$ cat src/rtl/rftpu_tile_scheduler.sv
// rtl/rftpu_tile_scheduler.sv - job queue, round-robin tile dispatch, per-tile watchdog and completion return
module rftpu_tile_scheduler #(
  parameter int TILE_COUNT     = 64,
  parameter int TILE_IDX_W     = $clog2(TILE_COUNT),
  parameter int JOB_ID_W       = 8,
  parameter int FIFO_DEPTH     = 4,
  parameter int TIMEOUT_CYCLES = 32
) (
  input  logic                  clk,
  input  logic                  rst,
  input  logic                  en,
  input  logic                  job_valid,
  output logic                  job_ready,
  input  logic [JOB_ID_W-1:0]   job_id,
  output logic [TILE_COUNT-1:0] tile_start,
  input  logic [TILE_COUNT-1:0] tile_done,
  input  logic [TILE_COUNT-1:0] fault_clr,
  output logic                  cpl_valid,
  input  logic                  cpl_ready,
  output logic [TILE_IDX_W-1:0] cpl_tile,
  output logic [JOB_ID_W-1:0]   cpl_job_id,
  output logic                  cpl_timeout,
  output logic [TILE_COUNT-1:0] fault_mask,
  output logic [TILE_IDX_W:0]   inflight_count,
  output logic                  idle
);

  typedef enum logic [1:0] {
    T_FREE  = 2'd0,
    T_RUN   = 2'd1,
    T_CPL   = 2'd2,
    T_FAULT = 2'd3
  } tile_state_e;

  localparam int FAW = (FIFO_DEPTH > 1) ? $clog2(FIFO_DEPTH) : 1;
  localparam int WDW = $clog2(TIMEOUT_CYCLES + 1);

  // Job queue storage and control
  logic [JOB_ID_W-1:0] fifo_mem [FIFO_DEPTH];
  logic [FAW-1:0]      wr_ptr_q;
  logic [FAW-1:0]      rd_ptr_q;
  logic [FAW:0]        fifo_cnt_q;
  logic                fifo_full;
  logic                fifo_empty;
  logic                fifo_push;
  logic                fifo_pop;
  logic [JOB_ID_W-1:0] fifo_head;

  // Per-tile state
  tile_state_e         st_q  [TILE_COUNT];
  tile_state_e         st_d  [TILE_COUNT];
  logic [WDW-1:0]      wd_q  [TILE_COUNT];
  logic [WDW-1:0]      wd_d  [TILE_COUNT];
  logic [JOB_ID_W-1:0] job_q [TILE_COUNT];
  logic [JOB_ID_W-1:0] job_d [TILE_COUNT];
  logic [TILE_COUNT-1:0] to_q;
  logic [TILE_COUNT-1:0] to_d;
  logic [TILE_COUNT-1:0] start_q;
  logic [TILE_COUNT-1:0] start_d;
  logic [TILE_COUNT-1:0] fault_q;
  logic [TILE_COUNT-1:0] fault_d;
  logic [TILE_IDX_W:0]   inflight_q;
  logic [TILE_IDX_W:0]   inflight_d;

  // Dispatch selection
  logic [TILE_IDX_W-1:0] rr_ptr_q;
  logic [TILE_IDX_W-1:0] scan_idx;
  logic [TILE_IDX_W-1:0] disp_sel;
  logic                  disp_found;
  logic                  dispatch;

  // Completion register and selection
  logic                  cpl_valid_q;
  logic [TILE_IDX_W-1:0] cpl_tile_q;
  logic [JOB_ID_W-1:0]   cpl_job_q;
  logic                  cpl_to_q;
  logic                  cpl_hs;
  logic                  cand_found;
  logic [TILE_IDX_W-1:0] cand_sel;
  logic                  cpl_load;

  assign fifo_full  = (fifo_cnt_q == (FAW+1)'(FIFO_DEPTH));
  assign fifo_empty = (fifo_cnt_q == '0);
  assign job_ready  = !rst && !fifo_full;
  assign fifo_push  = job_valid && job_ready;
  assign fifo_pop   = dispatch;
  assign fifo_head  = fifo_mem[rd_ptr_q];

  // Queue data write; contents need no reset since the count gates every read
  always_ff @(posedge clk) begin
    if (fifo_push) begin
      fifo_mem[wr_ptr_q] <= job_id;
    end
  end

  // Queue pointers and occupancy
  always_ff @(posedge clk) begin
    if (rst) begin
      wr_ptr_q   <= '0;
      rd_ptr_q   <= '0;
      fifo_cnt_q <= '0;
    end else begin
      if (fifo_push) begin
        wr_ptr_q <= (wr_ptr_q == FAW'(FIFO_DEPTH-1)) ? '0 : wr_ptr_q + FAW'(1);
      end
      if (fifo_pop) begin
        rd_ptr_q <= (rd_ptr_q == FAW'(FIFO_DEPTH-1)) ? '0 : rd_ptr_q + FAW'(1);
      end
      case ({fifo_push, fifo_pop})
        2'b10:   fifo_cnt_q <= fifo_cnt_q + (FAW+1)'(1);
        2'b01:   fifo_cnt_q <= fifo_cnt_q - (FAW+1)'(1);
        default: fifo_cnt_q <= fifo_cnt_q;
      endcase
    end
  end

  // First FREE tile searching upward from the round-robin pointer, wrapping
  always_comb begin
    disp_found = 1'b0;
    disp_sel   = '0;
    scan_idx   = '0;
    for (int i = 0; i < TILE_COUNT; i++) begin
      scan_idx = rr_ptr_q + TILE_IDX_W'(i);
      if (!disp_found && st_q[scan_idx] == T_FREE) begin
        disp_found = 1'b1;
        disp_sel   = scan_idx;
      end
    end
  end

  assign dispatch = en && !fifo_empty && disp_found;

  // Lowest-index CPL tile not already held in the completion register
  always_comb begin
    cand_found = 1'b0;
    cand_sel   = '0;
    for (int t = TILE_COUNT-1; t >= 0; t--) begin
      if (st_q[t] == T_CPL && !(cpl_valid_q && cpl_tile_q == TILE_IDX_W'(t))) begin
        cand_found = 1'b1;
        cand_sel   = TILE_IDX_W'(t);
      end
    end
  end

  assign cpl_hs   = cpl_valid_q && cpl_ready;
  assign cpl_load = (!cpl_valid_q || cpl_hs) && cand_found;

  // Per-tile next state, watchdog, and the registered summary counts
  always_comb begin
    inflight_d = '0;
    fault_d    = '0;
    start_d    = '0;
    to_d       = to_q;
    for (int t = 0; t < TILE_COUNT; t++) begin
      st_d[t]  = st_q[t];
      wd_d[t]  = wd_q[t];
      job_d[t] = job_q[t];
      case (st_q[t])
        T_FREE: begin
          if (dispatch && disp_sel == TILE_IDX_W'(t)) begin
            st_d[t]    = T_RUN;
            wd_d[t]    = '0;
            to_d[t]    = 1'b0;
            job_d[t]   = fifo_head;
            start_d[t] = 1'b1;
          end
        end
        T_RUN: begin
          if (start_q[t]) begin
            // Done during the start cycle itself does not count
            wd_d[t] = wd_q[t] + WDW'(1);
          end else if (tile_done[t]) begin
            st_d[t] = T_CPL;
            to_d[t] = 1'b0;
          end else if (wd_q[t] == WDW'(TIMEOUT_CYCLES)) begin
            st_d[t] = T_CPL;
            to_d[t] = 1'b1;
          end else begin
            wd_d[t] = wd_q[t] + WDW'(1);
          end
        end
        T_CPL: begin
          if (cpl_hs && cpl_tile_q == TILE_IDX_W'(t)) begin
            st_d[t] = cpl_to_q ? T_FAULT : T_FREE;
          end
        end
        default: begin
          if (fault_clr[t]) begin
            st_d[t] = T_FREE;
          end
        end
      endcase
      if (st_d[t] == T_RUN || st_d[t] == T_CPL) begin
        inflight_d = inflight_d + (TILE_IDX_W+1)'(1);
      end
      fault_d[t] = (st_d[t] == T_FAULT);
    end
  end

  // Tile state, watchdog, start pulse and round-robin pointer registers
  always_ff @(posedge clk) begin
    if (rst) begin
      for (int t = 0; t < TILE_COUNT; t++) begin
        st_q[t]  <= T_FREE;
        wd_q[t]  <= '0;
        job_q[t] <= '0;
      end
      to_q       <= '0;
      start_q    <= '0;
      fault_q    <= '0;
      inflight_q <= '0;
      rr_ptr_q   <= '0;
    end else begin
      for (int t = 0; t < TILE_COUNT; t++) begin
        st_q[t]  <= st_d[t];
        wd_q[t]  <= wd_d[t];
        job_q[t] <= job_d[t];
      end
      to_q       <= to_d;
      start_q    <= start_d;
      fault_q    <= fault_d;
      inflight_q <= inflight_d;
      if (dispatch) begin
        rr_ptr_q <= disp_sel + TILE_IDX_W'(1);
      end
    end
  end

  // Completion record register; reloads on the handshake cycle for back-to-back records
  always_ff @(posedge clk) begin
    if (rst) begin
      cpl_valid_q <= 1'b0;
      cpl_tile_q  <= '0;
      cpl_job_q   <= '0;
      cpl_to_q    <= 1'b0;
    end else if (cpl_load) begin
      cpl_valid_q <= 1'b1;
      cpl_tile_q  <= cand_sel;
      cpl_job_q   <= job_q[cand_sel];
      cpl_to_q    <= to_q[cand_sel];
    end else if (cpl_hs) begin
      cpl_valid_q <= 1'b0;
    end
  end

  assign tile_start     = start_q;
  assign cpl_valid      = cpl_valid_q;
  assign cpl_tile       = cpl_tile_q;
  assign cpl_job_id     = cpl_job_q;
  assign cpl_timeout    = cpl_to_q;
  assign fault_mask     = fault_q;
  assign inflight_count = inflight_q;
  assign idle           = fifo_empty && (inflight_q == '0);

endmodule

$ cat config.mk
export PLATFORM = sky130hd
export DESIGN_NAME = rftpu_tile_scheduler
export DESIGN_NICKNAME = d
export VERILOG_FILES = /design/src/rtl/rftpu_tile_scheduler.sv
export SDC_FILE = /design/constraint.sdc
export NUM_CORES = 2
export LEC_CHECK = 0
export CAP_MARGIN = 20
export CORE_UTILIZATION = 57
export DETAILED_ROUTE_END_ITERATION = 10
export PLACE_DENSITY = 0.75
export SETUP_SLACK_MARGIN = 0.05
export SLEW_MARGIN = 20
export SYNTH_ARGS = -nofsm -noshare
export SYNTH_HDL_FRONTEND = slang
export SYNTH_SLANG_ARGS = --single-unit
$ cat constraint.sdc
create_clock -name clk -period 53.1 [get_ports clk]
set_clock_uncertainty 0.15 [all_clocks]
set_input_delay 10.62 -clock clk [delete_from_list [all_inputs] [get_ports clk]]
set_output_delay 10.62 -clock clk [all_outputs]
set_load 0.01 [all_outputs]
==> key figures <==
Timing
  – Clock period minus worst slack: 50.74 ns
  – Setup ws final: 2.36 ns
  – Final worst-path cycle share: 0.956
  – Least-Margin Pin Slew: 1.52 ns
  – Slew HR: -0.0397
  – Fin. max-slew vios: 2
  – Final hold violations: 0
  – Final setup vio count: 0
  – Setup TNS: 0 ns
  – Max Freq: 0.0197 GHz

Critical path
  – Critical Setup Path Class: input pin to flip-flop
  – Crit path launch type: input pin
  – Bufs and invs on worst path: 18
  – Worst Path Arrival: 51.25 ns
  – Worst Setup End Kind: flip-flop
  – CP max stage delay: about 0.54 ns
  – Max FO, Critical Path: 11
  – Crit-path most repeated cell: ha_1
  – CP max stage cell: clkdlybuf4s50_1
  – Req. time, crit path: 53.61 ns
  – Crit-path leading delay family: adder cells

Logic synthesis
  – Syn_area_per_cell: just under 9 um2
  – Post-Synthesis Cells: 9112
  – Async S/R FF share, synth: 0
  – Synth Warn #: 0
  – Flops & latches, synth: 1292
  – Sequential element share of the synthesized area: 0.390
  – Post-Syn Nets: 9534
  – EDFF count, synth: about 540
  – Post-synth cell types: 125
  – Top_reg_cell synth: dfxtp_1
  – Mapped Area: 80200 um2

Routing
  – Vias: 74.9k
  – Number of remaining DRC errors: 0
  – Drt wl/cell: around 29 um
  – 1st-pass router iterations: 7
  – Initial drt markers: about 11k
  – Via density: 6.68
  – Antenna Nets Post-Route: 0
  – WL final: around 330 mm

GRT
  – Largest net degree at the start of global routing: 80
  – First-pass GRT wire length: 462 mm
  – Vias in the first global route: 68.4k
  – Global route hottest layer: met2
  – Tot GR Track Use: 0.447
  – Met2 Track Usage GR: 0.657
  – GR met1 Demand/Resource: 0.577
  – Initial antenna violation count: 23
  – Overflow after GRT: 0
  – Grt met3 use: 0.132

Outcome
  – Status: complete, but fails checks
  – Failing checks: capacitance limit, slew limit

Clock network
  – Clock-pin slew on the worst setup and hold paths: around 0.060 ns
  – CTS buffer count: 138
  – CTS root buffer: clkbuf_16
  – Clock buffer depth: 3
  – CTS tree: done
  – Clk_lat worst skew: between 0.8 and 0.9 ns
  – Number of hold buffers added after CTS: 0
  – H-Tree Level Count: 4
  – CTS Sinks: 1292

Placement
  – Final Wtd Congestion: 1.10
  – Placed inst area: 84900 um2
  – # port buffers: 293
  – Pre-CTS setup slack: 0.757 ns
  – HPWL Detailed: 247 mm
  – Placed Cells: around 11k

Power and ir drop
  – Switching share of power: 0.441
  – Comb power frac: 0.518
  – Total Power: 4490 uW
  – Power share of the clock group: 0.227
  – P_int: 2510 uW
  – Switch Pwr: 1980 uW
  – Reg power frac: 0.255
  – Pwr Density: 49.9 nW/um2
  – Peak VDD IR: 85.6 uV
  – Leakage: 0.0343 uW

Layout
  – Fillcell total: 11.5k
  – Commonest non-fill, non-tap cell in the layout: nor2_1
  – Area grow syn2layout: 12.2%
  – Commonest cells after routing, fill and taps aside: nor2_1 (1215), nand2_1 (1110), dfxtp_1 (744), edfxtp_1 (544), a21oi_1 (455)
  – Design area: approximately 90000 um2
  – Share of cells above drive strength 1: 0.0957
  – Nets: between 9k and 10k
  – Post-Layout Cell Count: 11.2k

Worst hold path
  – Hold WC Path Type: flip-flop to flip-flop

Floorplanning
  – Area of the die: between 100000 and 150000 um2
  – Initial Util: 0.575
  – Ports: 294
  – Row count: ~140
  – CORE AREA: 140000 um2
  – Die height: 377 um
  – Die X-Extent: 377 um

Job
  – Max-cap viol count: 1
registers in the layout, summed over array words and instances, names as in the netlist, 8 cells and up, named ones only:
name	cells
st_q	128
tile_start	64
cpl_job_id	8
wd_q	384
to_q	64
fifo_mem	32
job_q	512
fault_mask	64
metrics by stage:
stage | hold slack, ns | util
6_report | 0.343 | 0.645
5_1_grt | 0.368 | 0.645
4_1_cts | 0.340 | 0.642
3_5_place_dp | 0.332 | 0.608
3_3_place_gp | 0.320 | 0.608
2_1_floorplan | 0.305 | -
power by group through the flow:
stage | clock network (uW) | logic (uW) | registers (uW)
floorplan | 0 | 1500 | 1130
global placement | 0 | 2110 | 1170
detailed placement | 0 | 2170 | 1170
CTS | 1020 | 2180 | 1150
global route | 1060 | 2460 | 1150
finish | 1020 | 2330 | 1150
synthesized netlist by cell type (21+ instances only):
master,n,area [um2]
o22ai_1,38,238
a211oi_1,32,240
a21boi_0,21,158
nand3b_1,60,450
clkbuf_1,444,1670
edfxtp_1,544,16300
a31oi_1,133,832
xor2_1,361,3160
nor3b_1,62,465
nor2_1,1218,4570
a21o_1,26,195
o221a_2,21,236
o21a_1,38,285
or3_1,41,257
mux2i_1,201,2010
nand3_1,345,1730
o31ai_1,48,360
inv_1,331,1240
ha_1,280,3500
nor4_1,24,150
o21ai_0,396,1980
nor4b_1,47,412
a32oi_1,31,272
mux2_2,65,732
dfxtp_1,748,15000
nor3_1,289,1450
nor2b_1,192,1200
and3_1,122,763
nand2_1,1112,4170
xnor2_1,206,1800
buf_1,48,180
and2_1,143,895
nand4_1,180,1130
o211ai_1,39,293
o221ai_1,31,272
or2_2,59,369
nand2b_1,100,626
mux4_2,180,4050
a21oi_1,464,2320
layer usage:
metal	wire length, um	part of all wire
met3	43100	0.13
met1	123000	0.37
met4	25000	0.076
met5	65	0.00020
met2	137000	0.42
worst reg2reg max path: cells and delay by family, from the launching register on:
kind	cells	cell delay, ns
buf+inv	21	2.83
fa+ha+maj	64	20.72
mux	19	4.76
simple gates	82	13.83
xor+xnor	1	0.13
compound gates	53	7.10
flops	1	0.69
kinds of logic after synthesis:
group | count (synthesis) | synth area share
multiplexers | 447 | 0.0849
AO/OA/AOI/OAI | 1520 | 0.118
adder cells (fa/ha/maj) | 281 | 0.0439
flip-flops | 1292 | 0.390
AND/OR/NAND/NOR | 4090 | 0.243
buffers and inverters | 856 | 0.0420
XOR/XNOR | 626 | 0.0774
layout make-up:
class / instances / area, um2 / share of cell area
multi-input combinational: 6964 / 45800 / 0.509
clock buffer: 182 / 3850 / 0.0428
clock inverter: 71 / 911 / 0.0101
inverter: 337 / 1270 / 0.0141
timing repair buffer: 486 / 4450 / 0.0494
antenna: 14 / 35.0 / 0.000389
sequential: 1292 / 31300 / 0.348
tap: 1876 / 2350 / 0.0261
what timing repair did:
item,CTS,global route
setup endpoints to repair,0,6
setup buffers,0,12
gates resized for setup,0,40
path summary, 6_finish.rpt:
| check | cells past startpoint | from | endpoint | slack, ns |
|---|---|---|---|---|
| min reg2reg | 2 | wd_q[1][169] | wd_q[1][169] | 0.34 |
| min | 2 | wd_q[1][169] | wd_q[1][169] | 0.34 |
| max reg2reg | 240 | rr_ptr_q[1] | inflight_count[6] | 2.83 |
| max | 213 | en | inflight_count[6] | 2.36 |
No activity file was read; power rests on OpenSTA's default activity.
